File: config.mk
export PLATFORM = sky130hd
export DESIGN_NAME = encrypt_sequencer
export DESIGN_NICKNAME = d
export VERILOG_FILES = /design/src/rtl/encrypt_pkg.sv /design/src/rtl/lfsr7_step.sv /design/src/rtl/encrypt_sequencer.sv
export SDC_FILE = /design/constraint.sdc
export NUM_CORES = 1
export LEC_CHECK = 0
export CORE_MARGIN = 5
export CORE_UTILIZATION = 57
export CTS_BUF_LIST = sky130_fd_sc_hd__clkbuf_16
export DETAILED_ROUTE_END_ITERATION = 10
export PLACE_DENSITY_LB_ADDON = 0.3
export SYNTH_ARGS = -nofsm -noshare
export SYNTH_HDL_FRONTEND = slang
export SYNTH_SLANG_ARGS = --single-unit
File: constraint.sdc
create_clock -name Clk -period 3.6 [get_ports Clk]
set_input_delay 0.36 -clock Clk [delete_from_list [all_inputs] [get_ports Clk]]
set_output_delay 0.36 -clock Clk [all_outputs]
set_load 0.01 [all_outputs]
File: src/rtl/encrypt_pkg.sv
// Shared types, address map and bit-level helpers for the program-1 encryption sequencer.
// Used by the sequencer top and its LFSR step sub-module.
package encrypt_pkg;

   localparam int         NUM_OUT   = 64;
   localparam int         MSG_MAX   = 52;
   localparam logic [7:0] MSG_BASE  = 8'd0;
   localparam logic [7:0] CFG_BASE  = 8'd61;
   localparam logic [7:0] OUT_BASE  = 8'd64;
   localparam logic [7:0] ASCII_OFS = 8'h20;

   typedef enum logic [2:0] {
      IDLE,
      HDR_RD,
      HDR_CAP,
      CH_RD,
      CH_WR,
      DONE
   } state_t;

   function automatic logic [6:0] lfsr_next(input logic [6:0] lfsr, input logic [6:0] taps);
      return {lfsr[5:0], ^(lfsr & taps)};
   endfunction

   function automatic logic [7:0] add_parity(input logic [7:0] e);
      return {^e[6:0], e[6:0]};
   endfunction

   // Message window test done at 8 bits so a large pre never wraps into the window.
   function automatic logic is_msg(input logic [5:0] idx, input logic [7:0] pre);
      logic [7:0] off;
      off = {2'b00, idx} - pre;
      return ({2'b00, idx} >= pre) && (off < 8'(MSG_MAX));
   endfunction

endpackage

File: src/rtl/lfsr7_step.sv
// 7-bit Fibonacci LFSR register with a parallel load and a single-step advance enable.
// Load takes priority over advance.
module lfsr7_step
   import encrypt_pkg::*;
(
   input  logic       Clk,
   input  logic       Reset,
   input  logic       i_load,
   input  logic [6:0] i_load_val,
   input  logic       i_adv,
   input  logic [6:0] i_taps,
   output logic [6:0] o_state
);

   logic [6:0] r_state;
   logic [6:0] w_next;

   // NOTE: every signal written in always_comb gets a default first, so no path can infer a latch.
   always_comb begin
      w_next = r_state;
      if (i_load)
         w_next = i_load_val;
      else if (i_adv)
         w_next = lfsr_next(r_state, i_taps);
   end

   // NOTE: sequential state uses non-blocking assignments so all registers update together at the edge.
   always_ff @(posedge Clk or posedge Reset) begin
      if (Reset)
         r_state <= '0;
      else
         r_state <= w_next;
   end

   assign o_state = r_state;

endmodule

File: src/rtl/encrypt_sequencer.sv
// Program-1 encryption sequencer: loads config from data memory, encrypts the padded message
// with a 7-bit LFSR plus parity tag, writes 64 bytes to OUT_BASE and raises Ack.
module encrypt_sequencer
   import encrypt_pkg::*;
#(
   parameter int AW = 8
) (
   input  logic          Clk,
   input  logic          Reset,
   input  logic          Start,
   output logic          Ack,
   output logic [AW-1:0] mem_addr,
   output logic          mem_wr_en,
   output logic [7:0]    mem_wr_data,
   input  logic [7:0]    mem_rd_data
);

   state_t     r_state, w_next;
   logic [1:0] r_hdr_idx;
   logic [5:0] r_i;
   logic [7:0] r_pre;
   logic [6:0] r_taps;

   logic       w_ld, w_adv;
   logic [6:0] w_lfsr;
   logic [7:0] w_p, w_e;

   lfsr7_step u_lfsr (
      .Clk        (Clk),
      .Reset      (Reset),
      .i_load     (w_ld),
      .i_load_val (mem_rd_data[6:0]),
      .i_adv      (w_adv),
      .i_taps     (r_taps),
      .o_state    (w_lfsr)
   );

   always_comb begin
      w_next      = r_state;
      w_ld        = 1'b0;
      w_adv       = 1'b0;
      w_p         = 8'h00;
      w_e         = 8'h00;
      Ack         = 1'b0;
      mem_wr_en   = 1'b0;
      mem_addr    = '0;
      mem_wr_data = 8'h00;
      case (r_state)
         IDLE:    w_next = HDR_RD;
         HDR_RD: begin
            mem_addr = AW'(CFG_BASE + {6'b0, r_hdr_idx});
            w_next   = HDR_CAP;
         end
         HDR_CAP: begin
            if (r_hdr_idx == 2'd2) begin
               w_ld   = 1'b1;
               w_next = is_msg(6'd0, r_pre) ? CH_RD : CH_WR;
            end else begin
               w_next = HDR_RD;
            end
         end
         CH_RD: begin
            mem_addr = AW'(MSG_BASE + ({2'b00, r_i} - r_pre));
            w_next   = CH_WR;
         end
         CH_WR: begin
            // Read data issued in CH_RD is valid here for message bytes.
            if (is_msg(r_i, r_pre))
               w_p = mem_rd_data - ASCII_OFS;
            w_e         = w_p ^ {1'b0, w_lfsr};
            mem_wr_data = add_parity(w_e);
            mem_addr    = AW'(OUT_BASE + {2'b00, r_i});
            mem_wr_en   = 1'b1;
            w_adv       = 1'b1;
            if (r_i == 6'(NUM_OUT - 1))
               w_next = DONE;
            else
               w_next = is_msg(r_i + 6'd1, r_pre) ? CH_RD : CH_WR;
         end
         DONE:    Ack = 1'b1;
         default: w_next = IDLE;
      endcase
      if (Start)
         w_next = IDLE;
   end

   always_ff @(posedge Clk or posedge Reset) begin
      if (Reset) begin
         r_state   <= IDLE;
         r_hdr_idx <= '0;
         r_i       <= '0;
         r_pre     <= '0;
         r_taps    <= '0;
      end else begin
         r_state <= w_next;
         case (r_state)
            IDLE: begin
               r_hdr_idx <= '0;
               r_i       <= '0;
            end
            HDR_CAP: begin
               if (r_hdr_idx == 2'd0)
                  r_pre <= mem_rd_data;
               if (r_hdr_idx == 2'd1)
                  r_taps <= mem_rd_data[6:0];
               r_hdr_idx <= r_hdr_idx + 2'd1;
            end
            CH_WR: begin
               if (r_i != 6'(NUM_OUT - 1))
                  r_i <= r_i + 6'd1;
            end
            default: ;
         endcase
      end
   end

endmodule

### Yosys cells after proc, flatten, opt, wreduce, memory -nomap -nowiden

Index checks and enable logic that the tools add are counted.

| storage, ports and cells | value |
|---|---|
| output and inout port bits | 18 |
| RAM bits | 0 |
| bits in read-only memories | 0 |
| logic and storage cells | 65 |
| input port bits | 11 |
| register bits | 33 |
| bits in latches | 0 |
| memories kept | 0 |

| cells by class | value |
|---|---|
| bitwise logic cells | 2 |
| order comparisons | 6 |
| muxes and demuxes | 19 |
| shift operators | 0 |
| multipliers | 0 |
| reduce and logical (&&, ||, !) cells | 13 |
| $add $sub $neg | 8 |
| divide/modulo/power cells | 0 |
| eq/ne operators | 11 |

Operators by type and width:

| operator | number |
|---|---|
| 7-bit 2-to-1 mux | 4 |
| 8-bit by 6-bit < comparator with 1-bit output (second input constant) | 3 |
| 8-bit case mux with 3 select lines | 1 |
| 3-bit case mux with 6 select lines | 1 |
| 6-bit by 8-bit >= comparator with 1-bit output | 2 |
| 6-bit by 8-bit subtractor with 8-bit output | 2 |
| 3-bit 2-to-1 mux | 5 |
| 7-bit XOR reduction | 2 |
| 6-bit case mux with 2 select lines | 1 |
| 7-bit by 6-bit adder with 8-bit output (first input constant) | 1 |
| 1-bit by 8-bit >= comparator with 1-bit output (first input constant) | 1 |
| 8-bit 2-to-1 mux | 1 |
| 1-bit by 8-bit subtractor with 8-bit output (first input constant) | 1 |
| 6-bit by 2-bit adder with 7-bit output (first input constant) | 1 |
| 7-bit AND | 1 |
| 7-bit by 6-bit subtractor with 7-bit output (second input constant) | 1 |
| 7-bit bitwise XOR | 1 |
| 6-bit by 1-bit adder with 6-bit output (second input constant) | 1 |
| 3-bit by 2-bit equality test with 1-bit output (second input constant) | 2 |
| 3-bit equality test (second input constant) | 2 |
| 6-bit equality test (second input constant) | 1 |
| 6-bit 2-to-1 mux | 1 |
| 6-bit inequality test (second input constant) | 1 |
| 2-bit AND reduction | 3 |
| 11 further kinds | 19 |

### Longest topological paths before layout

| logic depth | value |
|---|---|
| word-level depth | 8 |
| depth in mapped cells | 10 |
| mapped depth without buffers | 10 |

### By module

Synthesis repeated with hierarchy kept, for this count alone.

| unflattened totals | value |
|---|---|
| cells, all modules | 311 |
| area, all modules | 2,655.0 um^2 |

Modules (own cells, without submodules):

| module | sequential area each (um^2) | times used | area each (um^2) | cells each |
|---|---|---|---|---|
| encrypt_sequencer | 650.6 | 1 | 2,243.4 | 268 |
| lfsr7_step | 175.2 | 1 | 411.6 | 43 |

### Worst setup path after synthesis

No wires, ideal clock.

| path | value |
|---|---|
| path kind | flip-flop to output port |
| start point | register r_i[0] |
| end point | output mem_wr_data[6] |
| required time | 3.240 ns |
| cell stages (with the launch flop) | 11 |
| path buffers | 1 |
| arrival time | 2.512 ns |
| slack | 0.728 ns |
| cells stage by stage | dfrtp_1 -> inv_1 -> ha_1 -> fa_1 -> nand2b_1 -> a21oi_1 -> xor2_1 -> nor4b_1 -> buf_6 -> or4_1 -> a21oi_1 |

| between the ends | value |
|---|---|
| longest elaborated chain between the ends | 7 |
| elaborated cells on any way between the ends | 8 |
| classes of those cells | 1 x add/sub; 2 x order compare; 3 x mux; 1 x bitwise; 1 x reduce/logical |

Ends and longest elaborated chain:

| item | RTL line | text |
|---|---|---|
| start: declaration | encrypt_sequencer.sv:20 | `logic [5:0] r_i;` |
| start signal: assignment | encrypt_sequencer.sv:110 | `r_i <= r_i + 6'd1;` |
| 6-bit by 8-bit subtractor with 8-bit output | encrypt_pkg.sv:32 | `off = {2'b00, idx} - pre;` |
| 8-bit by 6-bit < comparator with 1-bit output | encrypt_pkg.sv:33 | `return ({2'b00, idx} >= pre) && (off < 8'(MSG_MAX));` |
| 1-bit logical AND * | encrypt_pkg.sv:33 |  |
| 7-bit 2-to-1 mux * | encrypt_sequencer.sv:68 | `if (is_msg(r_i, r_pre))` |
| 7-bit 2-to-1 mux * | encrypt_sequencer.sv:48 | `case (r_state)` |
| 7-bit bitwise XOR * | encrypt_sequencer.sv:70 | `w_e = w_p ^ {1'b0, w_lfsr};` |
| 8-bit 2-to-1 mux * | encrypt_sequencer.sv:48 |  |
| end: declaration | encrypt_sequencer.sv:14 | `output logic [7:0] mem_wr_data,` |

Mark *: on every way between the ends. The rest lies on a longest branch, timed or not. The select of a mux whose other input is x is not followed.

### Worst setup path after layout

| path | value |
|---|---|
| start point | register r_pre[0] |
| end point | output mem_wr_data[6] |

| between the ends | value |
|---|---|
| longest elaborated chain between the ends | 7 |
| elaborated cells on any way between the ends | 8 |
| classes of those cells | 1 x add/sub; 2 x order compare; 3 x mux; 1 x bitwise; 1 x reduce/logical |

Ends and longest elaborated chain:

| item | RTL line | text |
|---|---|---|
| start: declaration | encrypt_sequencer.sv:21 | `logic [7:0] r_pre;` |
| start signal: assignment | encrypt_sequencer.sv:103 | `r_pre <= mem_rd_data;` |
| 6-bit by 8-bit subtractor with 8-bit output | encrypt_pkg.sv:32 |  |
| 8-bit by 6-bit < comparator with 1-bit output | encrypt_pkg.sv:33 |  |
| 1-bit logical AND * | encrypt_pkg.sv:33 |  |
| 7-bit 2-to-1 mux * | encrypt_sequencer.sv:68 |  |
| 7-bit 2-to-1 mux * | encrypt_sequencer.sv:48 |  |
| 7-bit bitwise XOR * | encrypt_sequencer.sv:70 |  |
| 8-bit 2-to-1 mux * | encrypt_sequencer.sv:48 |  |

Marks and branches as above.

==> metrics.txt <==
RD Place Congestion=between 0.8 and 0.9; Critical Path AT=3.06 ns; Port Buf Inserts=28; Iteration-0 DRC Markers=roughly 250; grt peak-use layer=met2; final antenna-violating net count=0; hold_buf cts=0; initial antenna violation count=0; worst path bufs/invs=2; worst reg2reg path depth=11; Die Ht=77.1 µm; CTS max path bufs=2; clock slew at reported path FFs=0.05 ns; Hold Slack=0.480 ns; Synth Warn #=0; register area share after synthesis=0.321; PwrDens=739 nW/µm²; Initial Utilization=0.590; io pins=29; fmax=roughly 290 MHz; Synth cell types=48; Slew Limit Fails=0; Worst VDD drop=304 µV; CP startpoint=r_pre[0]$_DFFE_PP0P_; worst r2r src=r_i[0]$_DFFE_PP0P_; n_diodes=0; Die X=77.1 µm; WP data required=3.24 ns; cell taking the most area after synthesis=dfrtp_1; design area=around 3100 µm²; grt met1 use=0.334; overall power=2.30 mW; Tot GR Track Use=0.228; # DRC=0; average routed wire per standard cell=17.2 µm; Detail Placement HPWL=about 4700 µm; grt met2 use=0.336; H-Tree Depth=2; met3 Use GR=0.0480; most frequent CP cell=a21oi_2; Synth Instances=299; Final setup viols=0; first-pass GRT wire length=11000 µm; Area Overhead vs Synth=20.9%; setup TNS=0 ns; GR Overflow Total=0; maxcap violations=0; # fillers=337; FP Rows=24; Main synth FF type=dfrtp_1; Initial DRT Pass Iterations=5; Root Driver=clkbuf_16; crit path time final=3.42 ns; via count=2358; number of CTS-inserted buffers=5; #FFs+latches synth=33; share of the synthesized area in the top cell type=0.321; R2R Path End=r_state[2]$_DFFE_PP0P_; CTS tree=built; kind of critical path=register to output pin; Slew headroom=0.534; top cells by area, synth=dfrtp_1, ha_1, xnor2_1; slew at the pin closest to its max-slew limit=0.692 ns; Skew-Pair Late Insertion Delay=0.28 ns; Critical Path Max Stage Delay=0.54 ns; LEAKAGE=1.46 nW; vias per inst=around 6.2; Tightest Hold Check Type=input pin to asynchronous set/reset pin; count leader, synth=nand2_1; Cell Chain, Critical Path=ha_1, fa_1, nand2b_4, a21oi_2, xor2_1, nor4b_2, buf_4, or4_1, a21oi_2, dlygate4sd2_1; skew final=0.00302 ns; largest net degree at the start of global routing=34; fin nets=357; Critical-path top delay cell=or4_1; worst reg-to-reg setup slack=around 0.60 ns; RSZ-0062 raised after global routing=no; critical path's top delay family=simple AND/OR/NAND/NOR gates; outcome=finished, final reports clean; clk sinks=33; Post-Syn Area=2570 µm²; DP Area=2910 µm²; Final Hold Viols=0; Setup crit start kind=register; vias in the first global route=2202; Worst Path Max Fanout=11; Worst Setup End Kind=output pin; Die ar.=5950 µm²; ratio of cells with drive above 1 in the final layout=0.134; WL final=6560 µm; core region area=4350 µm²; ys async rst share=1.00; Post-synth EDFFs=0; top post-synthesis cells by count=nand2_1, dfrtp_1, xnor2_1; synthesized area per cell=8.60 µm²; syn nets=approximately 330; Final period util=0.950
[metrics by stage]
stage | instances | setup slack [ns] | util
2_1_floorplan | 299 | 0.728 | -
3_3_place_gp | 372 | 0.218 | 0.667
3_5_place_dp | 372 | 0.177 | 0.667
4_1_cts | 380 | 0.00324 | 0.703
5_1_grt | 381 | 0.0208 | 0.714
6_report | 381 | 0.178 | 0.714
[worst max-delay path by stage]
| stage | depth (start not counted) | to |
|---|---|---|
| after CTS | 10 | mem_wr_data[0] |
| after detailed placement | 10 | mem_wr_data[6] |
| final | 10 | mem_wr_data[6] |
| after global placement | 10 | mem_wr_data[6] |
| after floorplan | 10 | mem_wr_data[6] |
| after global routing | 11 | mem_wr_data[6] |
[area by class of cell]
class | count | area [µm²] | share of cell area
Multi-Input combinational cell | 237 | 1680 | 0.541
Sequential cell | 33 | 826 | 0.266
Timing Repair Buffer | 34 | 334 | 0.107
Clock buffer | 5 | 125 | 0.0403
Tap cell | 52 | 65.1 | 0.0209
Inverter | 17 | 63.8 | 0.0205
Clock inverter | 3 | 12.5 | 0.00403
[cells in the final DEF, fill, tap and decap left out, types with 6 or more instances in the layout]
master and n:
and3_1 7, mux2_2 10, clkdlybuf4s50_1 20, xnor2_1 22, inv_1 16, nor2_1 14
dfrtp_1 33, or2_2 7, a21o_1 6, a21oi_1 14, nand2_1 42, o21ai_0 19
ha_1 17, nand3_1 8, o31ai_1 8, buf_4 6, xor2_1 7
[registers in the layout (all words and copies together) (netlist names)]
name,count
u_lfsr.o_state,7
r_taps,7
r_state,3
r_hdr_idx,2
r_pre,8
r_i,6
[repair_timing]
item                       CTS  global route
buffers inserted             0             1
pin swaps                    0             1
resized for setup            7            12
setup endpoints to repair    8             8
[tightest hold or removal path, cell delays in order]
cell and delay [ns]:
clkdlybuf4s50_1 0.39, inv_1 0.05, buf_4 0.38
[routing by layer]
layer	up-vias	part of all wire
met2	95	0.46
met4	0	0.012
li1	1115	-
met3	10	0.067
met1	1138	0.46
met5	-	0
[power by group]
group / total [mW] / switching, mW / internal (mW)
Clock: 0.406 / 0.156 / 0.250
Sequential: 0.653 / 0.147 / 0.506
Combinational: 1.24 / 0.668 / 0.569
Total: 2.30 / 0.971 / 1.32
[logic make-up after synthesis]
kind of cell	synth area share
buf+inv	0.0458
simple gates	0.198
mux	0.0633
flops	0.321
compound gates	0.182
fa+ha+maj	0.0906
xor+xnor	0.0988
No activity file was read; power rests on OpenSTA's default activity.
